==> config.mk <==
export PLATFORM = sky130hd
export DESIGN_NAME = multicycle_control
export DESIGN_NICKNAME = d
export VERILOG_FILES = /design/src/rtl/multicycle_control_pkg.sv /design/src/rtl/multicycle_control_decode.sv /design/src/rtl/multicycle_control.sv
export SDC_FILE = /design/constraint.sdc
export NUM_CORES = 1
export LEC_CHECK = 0
export CORE_AREA = 2 2 44 46
export CTS_BUF_LIST = sky130_fd_sc_hd__clkbuf_2
export DETAILED_ROUTE_END_ITERATION = 8
export DIE_AREA = 0 0 46 48
export GPL_TIMING_DRIVEN = 0
export PLACE_DENSITY = 0.75
export SYNTH_ARGS = -nofsm -noshare
export SYNTH_HDL_FRONTEND = slang
export SYNTH_HIERARCHICAL = 1
export SYNTH_SLANG_ARGS = --single-unit
==> constraint.sdc <==
create_clock -name clk -period 1.6 [get_ports clk]
set_input_delay 0.4 -clock clk [delete_from_list [all_inputs] [get_ports clk]]
set_output_delay 0.4 -clock clk [all_outputs]
set_load 0.01 [all_outputs]
==> src/rtl/multicycle_control_pkg.sv <==
// multicycle_control_pkg: opcodes, ALUOp codes, state encodings and control vector for the multicycle controller.
package multicycle_control_pkg;
    localparam logic [5:0] OP_RTYPE = 6'b000000;
    localparam logic [5:0] OP_LW    = 6'b100011;
    localparam logic [5:0] OP_SW    = 6'b101011;
    localparam logic [5:0] OP_BEQ   = 6'b000100;
    localparam logic [5:0] OP_J     = 6'b000010;
    localparam logic [5:0] OP_ADDI  = 6'b001000;

    localparam logic [1:0] ALU_ADD   = 2'b00;
    localparam logic [1:0] ALU_SUB   = 2'b01;
    localparam logic [1:0] ALU_FUNCT = 2'b10;

    typedef enum logic [3:0] {
        S_FETCH  = 4'd0,
        S_DECODE = 4'd1,
        S_MEMADR = 4'd2,
        S_MEMRD  = 4'd3,
        S_MEMWB  = 4'd4,
        S_MEMWR  = 4'd5,
        S_RTEX   = 4'd6,
        S_RTWB   = 4'd7,
        S_BEQ    = 4'd8,
        S_JMP    = 4'd9,
        S_ADDIEX = 4'd10,
        S_ADDIWB = 4'd11
    } state_t;

    typedef struct packed {
        logic [1:0] alu_op;
        logic       pc_en;
        logic [1:0] pc_source;
        logic       iord;
        logic       mem_read;
        logic       mem_write;
        logic       ir_write;
        logic       reg_dst;
        logic       mem_to_reg;
        logic       reg_write;
        logic       alu_src_a;
        logic [1:0] alu_src_b;
        logic       illegal;
    } ctrl_t;

    // State following DECODE; unknown opcodes fall back to FETCH.
    function automatic state_t decode_op(input logic [5:0] op);
        case (op)
            OP_RTYPE:     return S_RTEX;
            OP_LW, OP_SW: return S_MEMADR;
            OP_BEQ:       return S_BEQ;
            OP_J:         return S_JMP;
            OP_ADDI:      return S_ADDIEX;
            default:      return S_FETCH;
        endcase
    endfunction
endpackage

==> src/rtl/multicycle_control_decode.sv <==
// control_decode: combinational map from state, Zero and MemReady to the control vector.
module control_decode
    import multicycle_control_pkg::*;
(
    input  logic       i_en,
    input  logic [3:0] i_state,
    input  logic [5:0] i_op,
    input  logic       i_zero,
    input  logic       i_mem_ready,
    output ctrl_t      o_ctrl
);
    ctrl_t w_c;

    always_comb begin
        w_c = '0;
        case (i_state)
            S_FETCH: begin
                w_c.mem_read  = 1'b1;
                w_c.alu_src_b = 2'b01;
                w_c.ir_write  = i_mem_ready;
                w_c.pc_en     = i_mem_ready;
            end
            S_DECODE: begin
                w_c.alu_src_b = 2'b11;
                w_c.illegal   = decode_op(i_op) == S_FETCH;
            end
            S_MEMADR, S_ADDIEX: begin
                w_c.alu_src_a = 1'b1;
                w_c.alu_src_b = 2'b10;
            end
            S_MEMRD: begin
                w_c.mem_read = 1'b1;
                w_c.iord     = 1'b1;
            end
            S_MEMWB: begin
                w_c.reg_write  = 1'b1;
                w_c.mem_to_reg = 1'b1;
            end
            S_MEMWR: begin
                w_c.mem_write = 1'b1;
                w_c.iord      = 1'b1;
            end
            S_RTEX: begin
                w_c.alu_src_a = 1'b1;
                w_c.alu_op    = ALU_FUNCT;
            end
            S_RTWB: begin
                w_c.reg_write = 1'b1;
                w_c.reg_dst   = 1'b1;
            end
            S_BEQ: begin
                w_c.alu_src_a = 1'b1;
                w_c.alu_op    = ALU_SUB;
                w_c.pc_source = 2'b01;
                w_c.pc_en     = i_zero;
            end
            S_JMP: begin
                w_c.pc_source = 2'b10;
                w_c.pc_en     = 1'b1;
            end
            S_ADDIWB: w_c.reg_write = 1'b1;
            default: ;
        endcase
    end

    // Reset quiets every strobe and select, including FETCH's defaults.
    assign o_ctrl = i_en ? w_c : '0;
endmodule

==> src/rtl/multicycle_control.sv <==
// multicycle_control: five-phase instruction sequencer with memory ready handshake.
module multicycle_control
    import multicycle_control_pkg::*;
(
    input  logic       clk,
    input  logic       rst_n,
    input  logic [5:0] i_op,
    input  logic [5:0] i_funct,
    input  logic       i_zero,
    input  logic       i_mem_ready,
    output logic [1:0] o_alu_op,
    output logic [3:0] o_func_code,
    output logic       o_pc_en,
    output logic [1:0] o_pc_source,
    output logic       o_iord,
    output logic       o_mem_read,
    output logic       o_mem_write,
    output logic       o_ir_write,
    output logic       o_reg_dst,
    output logic       o_mem_to_reg,
    output logic       o_reg_write,
    output logic       o_alu_src_a,
    output logic [1:0] o_alu_src_b,
    output logic [3:0] o_state,
    output logic       o_illegal
);
    state_t r_state;
    state_t w_next;
    ctrl_t  w_ctrl;

    always_comb begin
        w_next = S_FETCH;
        case (r_state)
            S_FETCH:  w_next = i_mem_ready ? S_DECODE : S_FETCH;
            S_DECODE: w_next = decode_op(i_op);
            S_MEMADR: w_next = (i_op == OP_SW) ? S_MEMWR : S_MEMRD;
            S_MEMRD:  w_next = i_mem_ready ? S_MEMWB : S_MEMRD;
            S_MEMWR:  w_next = i_mem_ready ? S_FETCH : S_MEMWR;
            S_RTEX:   w_next = S_RTWB;
            S_ADDIEX: w_next = S_ADDIWB;
            default:  w_next = S_FETCH;
        endcase
    end

    always_ff @(posedge clk or negedge rst_n)
        if (!rst_n) r_state <= S_FETCH;
        else        r_state <= w_next;

    control_decode u_decode (
        .i_en        (rst_n),
        .i_state     (r_state),
        .i_op        (i_op),
        .i_zero      (i_zero),
        .i_mem_ready (i_mem_ready),
        .o_ctrl      (w_ctrl)
    );

    assign o_alu_op     = w_ctrl.alu_op;
    assign o_func_code  = i_funct[3:0];
    assign o_pc_en      = w_ctrl.pc_en;
    assign o_pc_source  = w_ctrl.pc_source;
    assign o_iord       = w_ctrl.iord;
    assign o_mem_read   = w_ctrl.mem_read;
    assign o_mem_write  = w_ctrl.mem_write;
    assign o_ir_write   = w_ctrl.ir_write;
    assign o_reg_dst    = w_ctrl.reg_dst;
    assign o_mem_to_reg = w_ctrl.mem_to_reg;
    assign o_reg_write  = w_ctrl.reg_write;
    assign o_alu_src_a  = w_ctrl.alu_src_a;
    assign o_alu_src_b  = w_ctrl.alu_src_b;
    assign o_state      = r_state;
    assign o_illegal    = w_ctrl.illegal;
endmodule

* Word-level counts from Yosys, hierarchy flattened
Cells that the tools add are included.
** Word-level totals
- Register bits after elaboration :: 4
- Bits of input ports :: 16
- Output and inout bits :: 24
- Word-level logic and storage cells :: 47
** Cells by class
- Equal/unequal tests :: 16
- Mux-type cells :: 21
- Reduce and logical (&&, ||, !) cells :: 9
** Operator list (number)
- 4-bit one-hot mux with 7 select lines :: 1
- 4-bit one-hot mux with 5 select lines :: 1
- 4-bit by 3-bit equality test with 1-bit output, second input constant :: 4
- 4-bit equality test, second input constant :: 4
- 16-bit two-way mux :: 1
- 6-bit equality test, second input constant :: 2
- 1-bit two-way mux :: 10
- 3-bit two-way mux :: 3
- 4-bit by 2-bit equality test with 1-bit output, second input constant :: 2
- 4-bit logical NOT :: 2
- 2-bit one-hot mux with 2 select lines :: 2
- 2-bit OR reduction :: 4
- 6-bit by 2-bit equality test with 1-bit output, second input constant :: 1
- 6-bit by 3-bit equality test with 1-bit output, second input constant :: 1
- 6-bit by 4-bit equality test with 1-bit output, second input constant :: 1
- 6-bit logical NOT :: 1
- 2-bit one-hot mux with 3 select lines :: 1
- 4-bit by 1-bit equality test with 1-bit output, second input constant :: 1
- 4-bit two-way mux :: 1
- 4-bit OR reduction :: 1
- 1-bit one-hot mux with 3 select lines :: 1
- 3-bit OR reduction :: 1

* Longest topological paths before layout
Gate-level depths: netlist of run 1.
- Word-level depth :: 7
- Gate-level depth with buffers :: 5
- Gate-level depth less buffers :: 4

* By module
The synthesis of run 1 kept the hierarchy.
** By module, submodules not included
- multicycle_control :: times used 1, cells each 43, area each 355.3 µm², sequential area each 100.1 µm²
- control_decode :: times used 1, cells each 41, area each 256.5 µm², sequential area each 0.0 µm²

* Worst setup path before layout of run 1
No wires, ideal clock.
- Path kind :: register to output
- Start :: register r_state[2] (netlist: o_state[2])
- End :: output o_alu_op[0]
- Arrival :: 1.329 ns
- Data required time :: 1.200 ns
- Setup slack :: -0.129 ns
- Stages on the path, launching flop included :: 5
- Path buffers :: 2
- Path through :: dfrtp_1 buf_2 nand2b_1 nor3_1 buf_4
** On the way
- Word-level cells in the longest chain between the ends :: 3
- Elaborated cells on any way between the ends :: 4
- Classes of those cells :: 2 x eq/ne; 2 x mux
** Ends and longest elaborated chain
- start, declared :: line multicycle_control.sv:27 : state_t r_state;
- start signal, assigned :: line multicycle_control.sv:47 : else r_state <= w_next;
- 4-bit equality test or 4-bit by 3-bit equality test with 1-bit output (tied branches) :: line multicycle_control_decode.sv:16 : case (i_state)
- 2-bit one-hot mux with 2 select lines (*) :: line multicycle_control_decode.sv:16
- 16-bit two-way mux (*) :: line multicycle_control_decode.sv:67 : assign o_ctrl = i_en ? w_c : '0;
- end, declared :: line multicycle_control.sv:11 : output logic [1:0] o_alu_op,
Mark *: on every way between the ends. The rest lies on a longest branch, timed or not.

* Worst setup path after layout of run 1
- Start :: register r_state[1] (netlist: o_state[1])
- End :: output o_alu_src_b[1]
** On the way
- Word-level cells in the longest chain between the ends :: 4
- Elaborated cells on any way between the ends :: 7
- Classes of those cells :: 3 x eq/ne; 2 x mux; 2 x reduce/logical
** Ends and longest elaborated chain
- 4-bit by 2-bit equality test with 1-bit output or 4-bit equality test (tied branches) :: line multicycle_control_decode.sv:16
- 2-bit OR reduction :: line multicycle_control_decode.sv:16
- 2-bit one-hot mux with 3 select lines (*) :: line multicycle_control_decode.sv:16
- 16-bit two-way mux (*) :: line multicycle_control_decode.sv:67
- end, declared :: line multicycle_control.sv:23 : output logic [1:0] o_alu_src_b,
Marks and branches as above.

==> results of run 1 <==
==> cell families after synthesis <==
kind of cell,Yosys count
adders and majority gates,1
and+or+nand+nor,45
AOI/OAI and AO/OA,18
buffers and inverters,12
DFF,4
muxes,1
xor gates and xnor gates,3
==> report_power, final <==
group | switching (mW) | total, mW | leakage (nW) | internal (mW)
logic | 0.508 | 1.03 | 0.481 | 0.522
clock network | 0.0500 | 0.100 | 0.0125 | 0.0505
registers | 0.0195 | 0.154 | 0.0490 | 0.134
==> routing by layer <==
| layer | track usage | vias up | wire length (microns) |
|---|---|---|---|
| li1 | - | 405 | - |
| met1 | 0.190 | 372 | 789 |
| met3 | 0.0302 | 10 | 150 |
| met4 | 0.131 | 0 | 78 |
| met5 | 0 | - | 0 |
| met2 | 0.342 | 42 | 1030 |
==> worst paths after layout <==
path | depth (start not counted) | startpoint | slack (ps) | end
worst max-delay path | 6 | o_state[1] | -180 | o_alu_src_b[1]
worst min register to register | 3 | o_state[3] | 780 | o_state[2]
worst min-delay path | 1 | rst_n | 30 | o_state[1]
worst max register to register | 6 | o_state[1] | 0 | o_state[0]
max in group asynchronous | 1 | rst_n | 1340 | o_state[3]
min in group clk | 2 | i_op[1] | 460 | o_state[2]
==> stage by stage <==
step	hold slack [ps]	instance area, sq um
floorplan	104	634
global placement	705	986
detailed placement	701	986
CTS	17.6	1110
global route	49.7	1160
finish	31.5	1160
==> critical path: cells and delay by family (launching register included) <==
kind | cells | cell delay, ps
and+or+nand+nor | 1 | 60
buffers and inverters | 4 | 550
AOI/OAI and AO/OA | 1 | 160
DFF | 1 | 400
==> timing repair <==
| action | in CTS | in global routing |
|---|---|---|
| cloned | 0 | 0 |
| setup endpoints to repair | 20 | 19 |
| setup buffers | 10 | 3 |
| resized for setup | 120 | 8 |
| pin swaps | 5 | 6 |
==> cell type report <==
| class | count | share of cell area |
|---|---|---|
| repair buffers | 46 | 0.305 |
| multi-input cells | 68 | 0.492 |
| clock buffers | 3 | 0.0130 |
| well taps | 17 | 0.0184 |
| plain buffers | 10 | 0.0756 |
| flip-flops and latches | 4 | 0.0896 |
| inverters | 2 | 0.00648 |
==> cell usage in the layout (no fill, tap or decap), types with 3 or more instances in the layout <==
master / synthesis / layout
o21ai_0: 5 / 4
clkbuf_2: 1 / 4
buf_6: 0 / 8
nand2b_4: 1 / 4
nand2_1: 5 / 4
buf_2: 4 / 18
clkdlybuf4s50_1: 0 / 6
dlygate4sd2_1: 0 / 6
nor3_2: 0 / 4
dfrtp_2: 0 / 3
a21oi_1: 3 / 3
buf_4: 5 / 15
nor2_1: 5 / 5
nor3_1: 10 / 4
==> flow_summary.json, run 1 <==
{
  "status": "complete, but fails checks",
  "violations": "negative setup slack",
  "synthFlopType": "dfrtp_1",
  "nets": 151,
  "hold_viol_final": 0,
  "tns_ps": -1650,
  "drtAntennaViolNets": 0,
  "syn_nets": 100,
  "worst-setup-path-type": "reg2out",
  "vias_per_cell": 5.53,
  "final_cells": 150,
  "multi_input_area_sq_um": 571,
  "irDropWorstVdd_mv": 0.582,
  "critPathSlowestCell": "dfrtp_2",
  "yosysMostFrequentCell": "nor3_1",
  "postLayoutCoreUtil": 0.686,
  "antenna_cells": 0,
  "cts_buffer_depth": 2,
  "drt-total-wl_microns": 2050,
  "pre_cts_slack_ps": -1150,
  "clock.fmax_mhz": 562,
  "htreeDepth": 1,
  "period_minus_slack_ps": 1780,
  "die_h_microns": 48,
  "synthCells": 84,
  "tritoncts": "built",
  "yosys.area.top_type": "dfrtp_1",
  "ios": 40,
  "cts_buffers": 3,
  "dp_hpwl_microns": 1250,
  "synth_area_leaders": "dfrtp_1, nor3_1, buf_4, nand2b_1, o21ai_0",
  "start_util": 0.362,
  "grt-ovfl-total": 0,
  "grt_pass1_wl_microns": 2880,
  "synth_edf_count": 0,
  "drv_cap": 0,
  "required_ps": 1200,
  "finalWorstSetupSlack_ps": -180,
  "tightestPinTransition_ps": 257,
  "rows": 15,
  "skew_ps": 7.02,
  "die_x_microns": 46,
  "drc": 0,
  "grt_util_all_layers": 0.186,
  "hold_class": "in2async",
  "gp_congestion": 0.824,
  "cts_root_buffer": "clkbuf_2",
  "relSlewSlack": 0.826,
  "start_kind": "flop",
  "ys_ff_latch": 4,
  "synth_area_sq_um": 612,
  "clk_pin_slew_worst_paths_ps": 50,
  "synth_xor_area_frac": 0.0429,
  "seq_area_sq_um": 104,
  "synth_compound_area_frac": 0.192,
  "first_pass_iters": 4,
  "crit_chain": "buf_6 > buf_12 > buf_4 > a21oi_1 > nor3b_2 > buf_2",
  "antenna_found_initial": 0,
  "rsz0062_at_grt": "yes",
  "portBuffers": 33,
  "cts_sinks": 4,
  "fill_cells": 137,
  "synth-async-reset-ratio": 1.00,
  "worstSkewPairLatency_ps": 230,
  "drive_gt1_frac": 0.526,
  "avgSynthCellArea_sq_um": 7.28,
  "drt_iter0_markers": 13,
  "critPathMaxFanout": 6,
  "slew_violations": 0,
  "post-place-cells": 134,
  "power_density_nw_per_um2": 1110,
  "ys_seq_area_frac": 0.164,
  "min_period_over_period": 1.11,
  "via_count": 829,
  "grt_pass1_vias": 702,
  "synthMuxAreaShare": 0.0164,
  "crit_arrival_ps": 1380,
  "largest_register_ffs": 4,
  "worst_setup_path_end_kind": "output port",
  "die-area_sq_um": 2210,
  "syn2layout_area_growth_pct": 89.4,
  "synthSimpleGateAreaFrac": 0.452,
  "ys_warn_count": 6,
  "setup_viol": 16,
  "cpPeakStageDelay_ps": 400,
  "p_total_mw": 1.28,
  "yosys.area.top_type_share": 0.164,
  "hold_buffers": 0,
  "wire_per_inst_microns": 13.7,
  "core_sq_um": 1690,
  "grt_max_degree": 11,
  "synth_top_family_by_area": "simple AND/OR/NAND/NOR gates",
  "synth_cell_type_count": 38,
  "p_leak_nw": 0.542,
  "yosys.area_share.adder": 0.0184
}
Power figures use the tool's default switching activity.
==> inputs of run 2 (changes only) <==
ABC_CLOCK_PERIOD_IN_PS = 1600   (was not set)
HOLD_SLACK_MARGIN = 0.05   (was not set)
PLACE_DENSITY = 0.79   (was 0.75)
==> run 2 against run 1 <==
Against the previous run:
- the flow still finishes with violations (negative setup slack)
- routed wire length increased by 18%
- global-route usage increased by 3.8 points
- register-to-register slack about the same
- count of clock-buffer cells in the layout unchanged
==> flow_summary.json, run 2 (synthesis results as in run 1) <==
{
  "status": "complete, but fails checks",
  "violations": "negative setup slack",
  "layout_commonest_cell": "buf_4",
  "ios": 40,
  "die_x_microns": 46,
  "worst_setup_path_end_kind": "output port",
  "grt_max_degree": 11,
  "postLayoutCoreUtil": 0.740,
  "critPathMaxFanout": 6,
  "htreeDepth": 1,
  "cts_buffer_depth": 2,
  "cts_buffers": 3,
  "rsz0062_at_grt": "yes",
  "cts_sinks": 4,
  "crit_chain": "buf_6 > nand2b_4 > buf_6 > nor3_2 > buf_2",
  "crit_arrival_ps": 1410,
  "hp-start": "i_op[1]",
  "relSlewSlack": 0.772,
  "p_leak_nw": 0.593,
  "syn2layout_area_growth_pct": 104,
  "start_kind": "flop",
  "first_pass_iters": 4,
  "clk_pin_slew_worst_paths_ps": 60,
  "portBuffers": 33,
  "cts_root_buffer": "clkbuf_2",
  "drc": 0,
  "worstReg2RegStart": "o_state[1]",
  "core_sq_um": 1690,
  "via_count": 865,
  "largest_register_ffs": 4,
  "worst-setup-path-type": "reg2out",
  "irDropWorstVdd_mv": 0.782,
  "antenna_cells": 0,
  "wire_per_inst_microns": 15.4,
  "drv_cap": 0,
  "die-area_sq_um": 2210,
  "nets": 158,
  "setup_viol": 16,
  "tritoncts": "built",
  "min_path_cells": 2,
  "final_area_sq_um": 1250,
  "reg2reg_depth": 6,
  "drtAntennaViolNets": 0,
  "critPathSlowestCell": "dfrtp_2",
  "gp_congestion": 0.856,
  "start_util": 0.362,
  "reg2reg_slack_ps": -10,
  "min_period_over_period": 1.13,
  "tightestPinTransition_ps": 338,
  "rr_endpoint": "o_state[2]",
  "antenna_found_initial": 0,
  "grt_util_all_layers": 0.223,
  "rows": 15,
  "die_h_microns": 48,
  "slew_violations": 0,
  "dpl_cell_area_sq_um": 986,
  "hold_viol_final": 0,
  "period_minus_slack_ps": 1810,
  "drive_gt1_frac": 0.593,
  "cpPeakStageDelay_ps": 430,
  "grt-ovfl-total": 0,
  "drt-total-wl_microns": 2420,
  "grt_pass1_vias": 802,
  "power_density_nw_per_um2": 1140,
  "whs_endpoint": "o_state[2]",
  "required_ps": 1200,
  "holdWs_ps": 421,
  "finalWorstSetupSlack_ps": -206,
  "clock.fmax_mhz": 554,
  "layout_common_cells": "buf_4, buf_2, buf_6",
  "dp_hpwl_microns": 1290,
  "worstSkewPairLatency_ps": 230,
  "skew_ps": 6.33,
  "vias_per_cell": 5.51,
  "drt_iter0_markers": 9,
  "cp_common_cell": "buf_6",
  "grt_pass1_wl_microns": 3520,
  "hold_class": "in2reg"
}
run 2: critical path: cells and delay by family, from the launching register on:
family | cells | cell delay (ps)
buffers and inverters | 3 | 420
flip-flops | 1 | 430
AND/OR/NAND/NOR | 2 | 320
run 2: how the worst max path moves through the flow:
stage / startpoint / endpoint / depth (start not counted)
after floorplan: o_state[2] / o_alu_op[0] / 4
after global placement: rst_n / o_illegal / 5
after detailed placement: rst_n / o_illegal / 5
after CTS: o_state[1] / o_pc_en / 5
after global routing: o_state[1] / o_alu_op[0] / 5
final: o_state[1] / o_pc_en / 5
run 2: routing by layer:
layer	vias to the layer above	track usage	wire [microns]
li1	415	-	-
met4	0	0.0914	68
met1	404	0.235	960
met2	40	0.428	1230
met5	-	0	0
met3	6	0.0453	164
run 2: report_power, final:
part	leakage, nW	switching (mW)	internal (mW)
combinational	0.532	0.549	0.604
clock	0.0125	0.0537	0.0506
sequential	0.0490	0.0294	0.135
total	0.593	0.632	0.789
run 2: cell type report:
cell class | count | area (sq um)
plain buffers | 10 | 87.6
multi-input cells | 68 | 602
flip-flops and latches | 4 | 104
inverters | 2 | 7.51
clock buffers | 3 | 15.0
well taps | 17 | 21.3
fillers | 118 | 439
repair buffers | 53 | 413
run 2: through the flow:
stage	setup TNS (ps)	power, mW	worst slack, ps	instances
after global routing	-3010	1.52	-263	157
after detailed placement	-14370	0.903	-1150	134
after floorplan	-52.9	0.606	-27.1	84
after global placement	-13690	0.891	-1120	134
after CTS	-1530	1.28	-173	155
final	-1930	1.42	-206	157
run 2: timing repair:
item                                   in CTS  in global routing
setup buffers                              16                  4
hold buffers                                1                  0
gates cloned                                1                  0
setup endpoints to repair                  22                 20
pin swaps                                   9                  6
resized for setup                         130                 12
endpoints found under the hold margin       4                  0
